<file path="src/rtl/pipe_mux_rr_pkg.sv">
// pipe_mux_rr_pkg: shared mode encodings for the pipelined channel mux
package pipe_mux_rr_pkg;
  localparam logic MODE_DIRECT = 1'b0;
  localparam logic MODE_RR = 1'b1;
endpackage

</file>
<file path="src/rtl/pipe_mux_rr_rr_arbiter.sv">
// rr_arbiter: first requesting channel after ptr, searching modulo CHANNELS
module rr_arbiter
  import pipe_mux_rr_pkg::*;
#(
  parameter int CHANNELS = 6,
  parameter int SELW = 3
) (
  input  logic [CHANNELS-1:0] req,
  input  logic [SELW-1:0]     ptr,
  output logic [SELW-1:0]     gnt,
  output logic                found
);
  logic [2**SELW-1:0] req_pad;
  logic [SELW-1:0] idx;
  assign req_pad = (2**SELW)'(req);
  // scan from farthest to nearest so the closest request after ptr wins
  always_comb begin
    gnt = '0;
    found = 1'b0;
    idx = '0;
    for (int k = CHANNELS; k >= 1; k--) begin
      idx = SELW'((int'(ptr) + k) % CHANNELS);
      if (req_pad[idx]) begin
        gnt = idx;
        found = 1'b1;
      end
    end
  end
endmodule

</file>
<file path="src/rtl/pipe_mux_rr.sv">
// pipe_mux_rr: registered channel mux with direct or round-robin selection
module pipe_mux_rr
  import pipe_mux_rr_pkg::*;
#(
  parameter int WIDTH = 16,
  parameter int CHANNELS = 6,
  parameter int SELW = 3
) (
  input  logic                      CLK,
  input  logic                      reset,
  input  logic [CHANNELS*WIDTH-1:0] in_data,
  input  logic [CHANNELS-1:0]       in_valid,
  output logic [CHANNELS-1:0]       in_ready,
  input  logic                      mode,
  input  logic [SELW-1:0]           select,
  output logic [WIDTH-1:0]          out,
  output logic                      out_valid,
  input  logic                      out_ready,
  output logic [SELW-1:0]           out_chan
);
  logic [SELW-1:0] ptr, rr_gnt, gnt;
  logic rr_found, has_gnt, load, rr;
  logic [2**SELW-1:0] valid_pad;
  logic [WIDTH-1:0] words [2**SELW];
  rr_arbiter #(.CHANNELS(CHANNELS), .SELW(SELW)) u_arb (
    .req(in_valid), .ptr(ptr), .gnt(rr_gnt), .found(rr_found)
  );
  assign rr = mode == MODE_RR;
  assign valid_pad = (2**SELW)'(in_valid);
  // unused slots read as zero so an out-of-range index never selects junk
  always_comb begin
    words = '{default: '0};
    for (int i = 0; i < CHANNELS; i++) words[i] = in_data[i*WIDTH +: WIDTH];
  end
  // direct select only grants an in-range, valid channel
  always_comb begin
    gnt = rr ? rr_gnt : select;
    has_gnt = rr ? rr_found : (int'(select) < CHANNELS) && valid_pad[select];
    load = !reset && (!out_valid || out_ready) && has_gnt;
    in_ready = load ? CHANNELS'(1) << gnt : '0;
  end
  // output register and round-robin pointer
  always_ff @(posedge CLK or posedge reset) begin
    if (reset) begin
      out <= '0;
      out_valid <= 1'b0;
      out_chan <= '0;
      ptr <= SELW'(CHANNELS - 1);
    end else if (load) begin
      out <= words[gnt];
      out_chan <= gnt;
      out_valid <= 1'b1;
      if (rr) ptr <= gnt;
    end else if (out_ready) begin
      out_valid <= 1'b0;
    end
  end
endmodule

</file>
<file path="config.mk">
export PLATFORM = sky130hd
export DESIGN_NAME = pipe_mux_rr
export DESIGN_NICKNAME = d
export VERILOG_FILES = /design/src/rtl/pipe_mux_rr_pkg.sv /design/src/rtl/pipe_mux_rr_rr_arbiter.sv /design/src/rtl/pipe_mux_rr.sv
export SDC_FILE = /design/constraint.sdc
export NUM_CORES = 1
export LEC_CHECK = 0
export CAP_MARGIN = 20
export CORE_UTILIZATION = 59
export DETAILED_ROUTE_END_ITERATION = 10
export DONT_BUFFER_PORTS = 1
export PLACE_DENSITY = 0.76
export REMOVE_ABC_BUFFERS = 1
export SYNTH_ARGS = -nofsm -noshare
export SYNTH_HDL_FRONTEND = slang
export SYNTH_SLANG_ARGS = --single-unit
</file>
<file path="constraint.sdc">
create_clock -name CLK -period 4.61 [get_ports CLK]
set_input_delay 0.461 -clock CLK [delete_from_list [all_inputs] [get_ports CLK]]
set_output_delay 0.461 -clock CLK [all_outputs]
set_load 0.02 [all_outputs]
</file>
; ---- Word level (Yosys, flattened, before mapping)
; Cells that the tools add are included.
[word_totals]
reg_bits = 23
in_bits = 109
output_inout_bits = 26
word_cells = 69
[op_classes]
addsub = 6
div = 6
magnitude_cmp = 9
shifts = 1
muxes = 34
n_bitwise = 1
reduce_logical = 8
[op_table]
columns = op, n
row1 = $mod A32 B4 Y32 const B, 6
row2 = $bmux W16 S3, 1
row3 = $mux W16, 2
row4 = $lt A3 B4 Y1 const B, 7
row5 = $bmux W1 S3, 7
row6 = $mux W3, 7
row7 = $mux W1, 16
row8 = $add A3 B3 Y4 const B, 3
row9 = $add A3 B2 Y4 const B, 2
row10 = $mux W6, 1
row11 = $shl A1 B3 Y6 const A, 1
row12 = $add A3 B1 Y4 const B, 1
row13 = $ge A4 B4 Y1 const B, 1
row14 = $not A3 Y4, 1
row15 = $logic_and A1 B1 Y1, 3
row16 = $lt A3 B3 Y1 const B, 1
row17 = $logic_not A1 Y1, 2
row18 = $reduce_and A2 Y1, 1
row19 = $reduce_bool A2 Y1, 1
row20 = $logic_or A1 B1 Y1, 1

; ---- Logic depth before layout (Yosys ltp)
[depth]
word_depth = 15
mapped_depth = 20
ltp_nobuf = 15

; ---- By module
; Synthesis repeated with hierarchy kept, for this count alone.
[hier_totals]
hier_cells = 300
area_unflattened_um2 = 2926.6
[by_module_without_submodules]
columns = module, instances, cells_each, area_per_inst_um2, seq_area_each_um2
row1 = pipe_mux_rr, 1, 168, 1966.9, 578.1
row2 = rr_arbiter, 1, 132, 959.7, 0.0

; ---- Least setup slack after synthesis
; No wires, ideal clock.
[synth_path]
path_type = register -> output
from = register ptr[2]
to = output in_ready[3]
arrival_ps = 4277
required_ps = 4149
path_slack_ps = -128
stages_incl_launch_ff = 19
n_path_buf = 4
cell_sequence = dfstp_2 buf_4 inv_1 ha_1 buf_2 a21oi_1 inv_1 ha_1 nand2b_1 or4b_1 a21oi_1 a2bb2oi_1 a211oi_1 or4b_1 a31oi_1 buf_4 buf_2 inv_1 nor2_1
[synth_between]
elab_chain_len = 13
elab_cells_between_ends = 41
classes_between = add/sub: 6 / div: 6 / shift: 1 / mux: 27 / reduce/logical: 1
[synth_lines]
columns = element, line_no
row1 = "start, declared", pipe_mux_rr.sv:21  ; logic [SELW-1:0] ptr, rr_gnt, gnt;
row2 = "start signal, assigned", pipe_mux_rr.sv:48  ; ptr <= SELW'(CHANNELS - 1);
row3 = "start signal, assigned", pipe_mux_rr.sv:53  ; if (rr) ptr <= gnt;
row4 = $add A3 B3 Y4, pipe_mux_rr_rr_arbiter.sv:22  ; idx = SELW'((int'(ptr) + k) % CHANNELS);
row5 = $mod A32 B4 Y32, pipe_mux_rr_rr_arbiter.sv:22
row6 = $bmux W1 S3, pipe_mux_rr_rr_arbiter.sv:23  ; if (req_pad[idx]) begin
row7 = $mux W1 (implied by the code), pipe_mux_rr_rr_arbiter.sv:23
row8 = $mux W3 / $mux W1 (equally long branches) (6 in series), pipe_mux_rr_rr_arbiter.sv:23
row9 = $mux W3 / $mux W1 (equally long branches), "pipe_mux_rr.sv:37, pipe_mux_rr.sv:38"
row10 = $shl A1 B3 Y6 / $logic_and A1 B1 Y1 (equally long branches), "pipe_mux_rr.sv:40, pipe_mux_rr.sv:39"
row11 = $mux W6 (*), pipe_mux_rr.sv:40  ; in_ready = load ? CHANNELS'(1) << gnt : '0;
row12 = "end, declared", pipe_mux_rr.sv:13  ; output logic [CHANNELS-1:0] in_ready,
; Mark *: on every way between the ends. The rest lies on a longest branch, timed or not. The select of a mux whose other input is x is not followed.

; ---- Final worst setup path
[layout_path]
from = register ptr[0]
to = output in_ready[1]
; Same word-level chain as after synthesis.

==> flow_summary.yaml <==
synth:
  synth_seq_cells: 23
  synthArstFlopShare_pct: 100
  synthXorXnorAreaFrac_pct: 2.00
  ys_types: 73
  ys_top_cells_by_area: "dfrtp_1 (18%), mux2i_1 (13%), ha_1 (6.0%), a221o_1 (5.4%), a21oi_1 (5.1%)"
  synth_flop_cell: "dfrtp_1"
  netlist_area_mm2: 0.00294
  yosysMostFrequentCell: "mux2i_1"
  synth_area_leader_cell: "dfrtp_1"
  synth_top_family_by_area: "compound AO/OA/AOI/OAI gates"
  synth_simple_gate_area_share_pct: 17.0
  synth_top_area_share_pct: 17.9
  syn_area_per_cell_um2: 8.50
  synthTopCellsByCount: "mux2i_1 (38), a21oi_1 (30), nor3_1 (23)"
  synth_compound_area_share_pct: 33.2
  synth_mux_area_share_pct: 15.6
  synth_enable_flop_cells: 0
  synthAdderAreaFrac_pct: 5.95
  synth_warnings: 0
  syn_inst: 346
  ys_seq_area_share_pct: 19.7
clocking:
  cts_sinks: 23
  clk_pin_slew_worst_paths_ps: 90
  cts_made_buffers: 3
  hold_buffers: 0
  clock_latency_ps: 270
  root_buffer: "clkbuf_8"
  cts.path.max_buffers: 2
  htree_levels: 1
  cts_tree: "done"
timing:
  worst_slack_ps: 142
  max_freq_mhz: 224
  finalCritPeriodShare_pct: 96.9
  setup-tns-final_ps: 0
  worst_slew_pin_slew_ps: 848
  relSlewSlack_pct: 43.4
  final_hold_viol_count: 0
  setup_viol: 0
  finalCriticalPeriod_ps: 4470
  slew_viol_final: 0
  finClkSkew_ps: 7.54
  rsz0062_at_grt: "true"
placement:
  dpl_worst_slack_ps: 55.0
  io_buffers: 0
  dpl.cell_count: 412
  gp_congestion: 0.927
  postPlaceCellArea_mm2: 0.00309
  dpl.hpwl_um: 6320
global_route:
  grt_pass1_vias: 2483
  grt_start_max_net_pins: 25
  grt_first_pass_wirelength_um: 11800
  grt_usage_pct: 28.7
  antenna_found_initial: 0
  gr-total-overflow: 0
setup_path:
  reg2reg_depth: 16
  cp.required_ps: 4150
  r2r_slack_ps: 230
  rr_startpoint: "ptr[0]$_DFFE_PP1P_"
  crit_end: "in_ready[1]"
  crit_path_start_kind: "flip-flop"
  arrival_ps: 4010
  startpoint: "ptr[0]$_DFFE_PP1P_"
  r2r-end: "out[10]$_DFFE_PP0P_"
  critPathKind: "reg -> out"
  end_kind: "primary output"
  crit_fanout: 5
final_layout:
  area_growth_pct: 11.6
  antenna_cells: 0
  finalInstanceArea_mm2: 0.00328
  final_cells: 425
  nets: 482
  layout-drive-gt1-share_pct: 20.1
run:
  maxCapViolations: 0
floorplanning:
  io_pins: 135
  rows: 25
  fp.coreArea_mm2: 0.00475
  start_util_pct: 61.9
  die_h_um: 72.6
  dieArea_mm2: 0.00527
  die-width_um: 72.6
route:
  drcViolationCount: 0
  antenna_left: 0
  routedWlPerCell_um: 18.9
  num_vias: 2879
  drtIter0Drc: 219
  vias_per_cell: 6.77
  firstDrtPassIters: 4
  routed_wl_um: 8010
power_and_ir_drop:
  leakagePower_nw: 1.44
  p_total_mw: 3.54
  vdd_drop_max_uv: 488
  p_comb_share_pct: 82.2
  pwr_density_cell_mw_per_mm2: 1080
  p_clk_share_pct: 3.7
  switchingPower_mw: 1.86
  seqPwrFrac_pct: 14.1
  internal-power_mw: 1.68
  swShare_pct: 52.5
worst_hold_path:
  min_path_type: "in -> async"
run_status:
  outcome: "finished, final reports clean"
-- area by class of cell --
type / count / area (um^2)
flip-flops and latches: 23 / 579
clock buffers: 3 / 41.3
inverters: 13 / 48.8
well taps: 67 / 83.8
clock inverters: 1 / 7.51
fillers: 399 / 1470
repair buffers: 33 / 277
multi-input cells: 285 / 2250
-- metrics by stage --
step	utilization, %	hold slack (ps)
4_1_cts	66.9	272
3_5_place_dp	65.0	571
5_1_grt	69.1	320
6_report	69.1	246
2_1_floorplan	-	461
3_3_place_gp	65.0	549
-- metal layers --
| metal | up-vias | share of wire [%] | track usage, % |
|---|---|---|---|
| met2 | 118 | 49 | 47.6 |
| met4 | 0 | 0.55 | 2.83 |
| met5 | - | 0 | 0 |
| met1 | 1384 | 43 | 40.1 |
| met3 | 6 | 6.8 | 5.80 |
| li1 | 1371 | - | - |
-- cell usage in the layout, fill, tap and decap left out, drive strengths merged, types with 3 or more instances in the layout --
master,instances
buf,33
o22a,16
nor3,23
nand2,13
nor2b,4
a21o,5
nand2b,5
nor2,18
a221o,16
inv,13
dfrtp,21
a21oi,31
or2,3
o31ai,3
a31oi,4
ha,14
a211oi,4
xnor2,3
mux2,3
o21a,6
a311oi,3
o21ai,16
mux2i,38
o21bai,3
nand3,9
clkbuf,3
-- state kept, by name, indices dropped and copies added (netlist names) --
register   count
out_valid      1
ptr            3
out           16
out_chan       3
-- worst max-delay path: stages (launching register included) --
cell       delay [ps]
dfstp_2           580
ha_1              270
xor2_2            170
inv_1              90
ha_1              290
nand2b_1          180
or4b_1            490
a21oi_2           200
a2bb2oi_1         190
a211oi_1           90
or4b_4            520
a31oi_4           230
buf_4             160
nand2b_4           50
nor2_1             90
buf_4             150
-- repair_timing --
item / in CTS / in global routing
hold endpoints to repair: 0 / 0
endpoints found under the setup margin: 5 / 22
buffers inserted: 2 / 7
gates resized for setup: 6 / 16
gates cloned: 0 / 0
pin swaps: 1 / 3
-- power by group through the flow --
stage	logic, mW	registers, mW	clock network [mW]
2_1_floorplan	1.98	0.511	0
3_3_place_gp	2.60	0.500	0
3_5_place_dp	2.63	0.498	0
4_1_cts	2.71	0.500	0.131
5_1_grt	3.16	0.510	0.141
6_report	2.91	0.499	0.130
-- cells by family (layout without fill, tap and decap cells) --
logic type      after synthesis  in the layout
compound gates              129            129
flops                        23             23
buf+inv                      38             50
fa+ha+maj                    14             14
mux                          43             43
xor+xnor                      5              5
simple gates                 94             94
-- worst min path at each step --
stage / startpoint / end / slack (ps)
6_report: reset / out[2]$_DFFE_PP0P_ / 250
5_1_grt: reset / out[9]$_DFFE_PP0P_ / 320
4_1_cts: reset / out[9]$_DFFE_PP0P_ / 270
3_5_place_dp: reset / out_valid$_DFFE_PP0P_ / 570
3_3_place_gp: reset / out_valid$_DFFE_PP0P_ / 550
2_1_floorplan: reset / out[0]$_DFFE_PP0P_ / 460
Note: power is estimated with default switching activity, not from simulation.
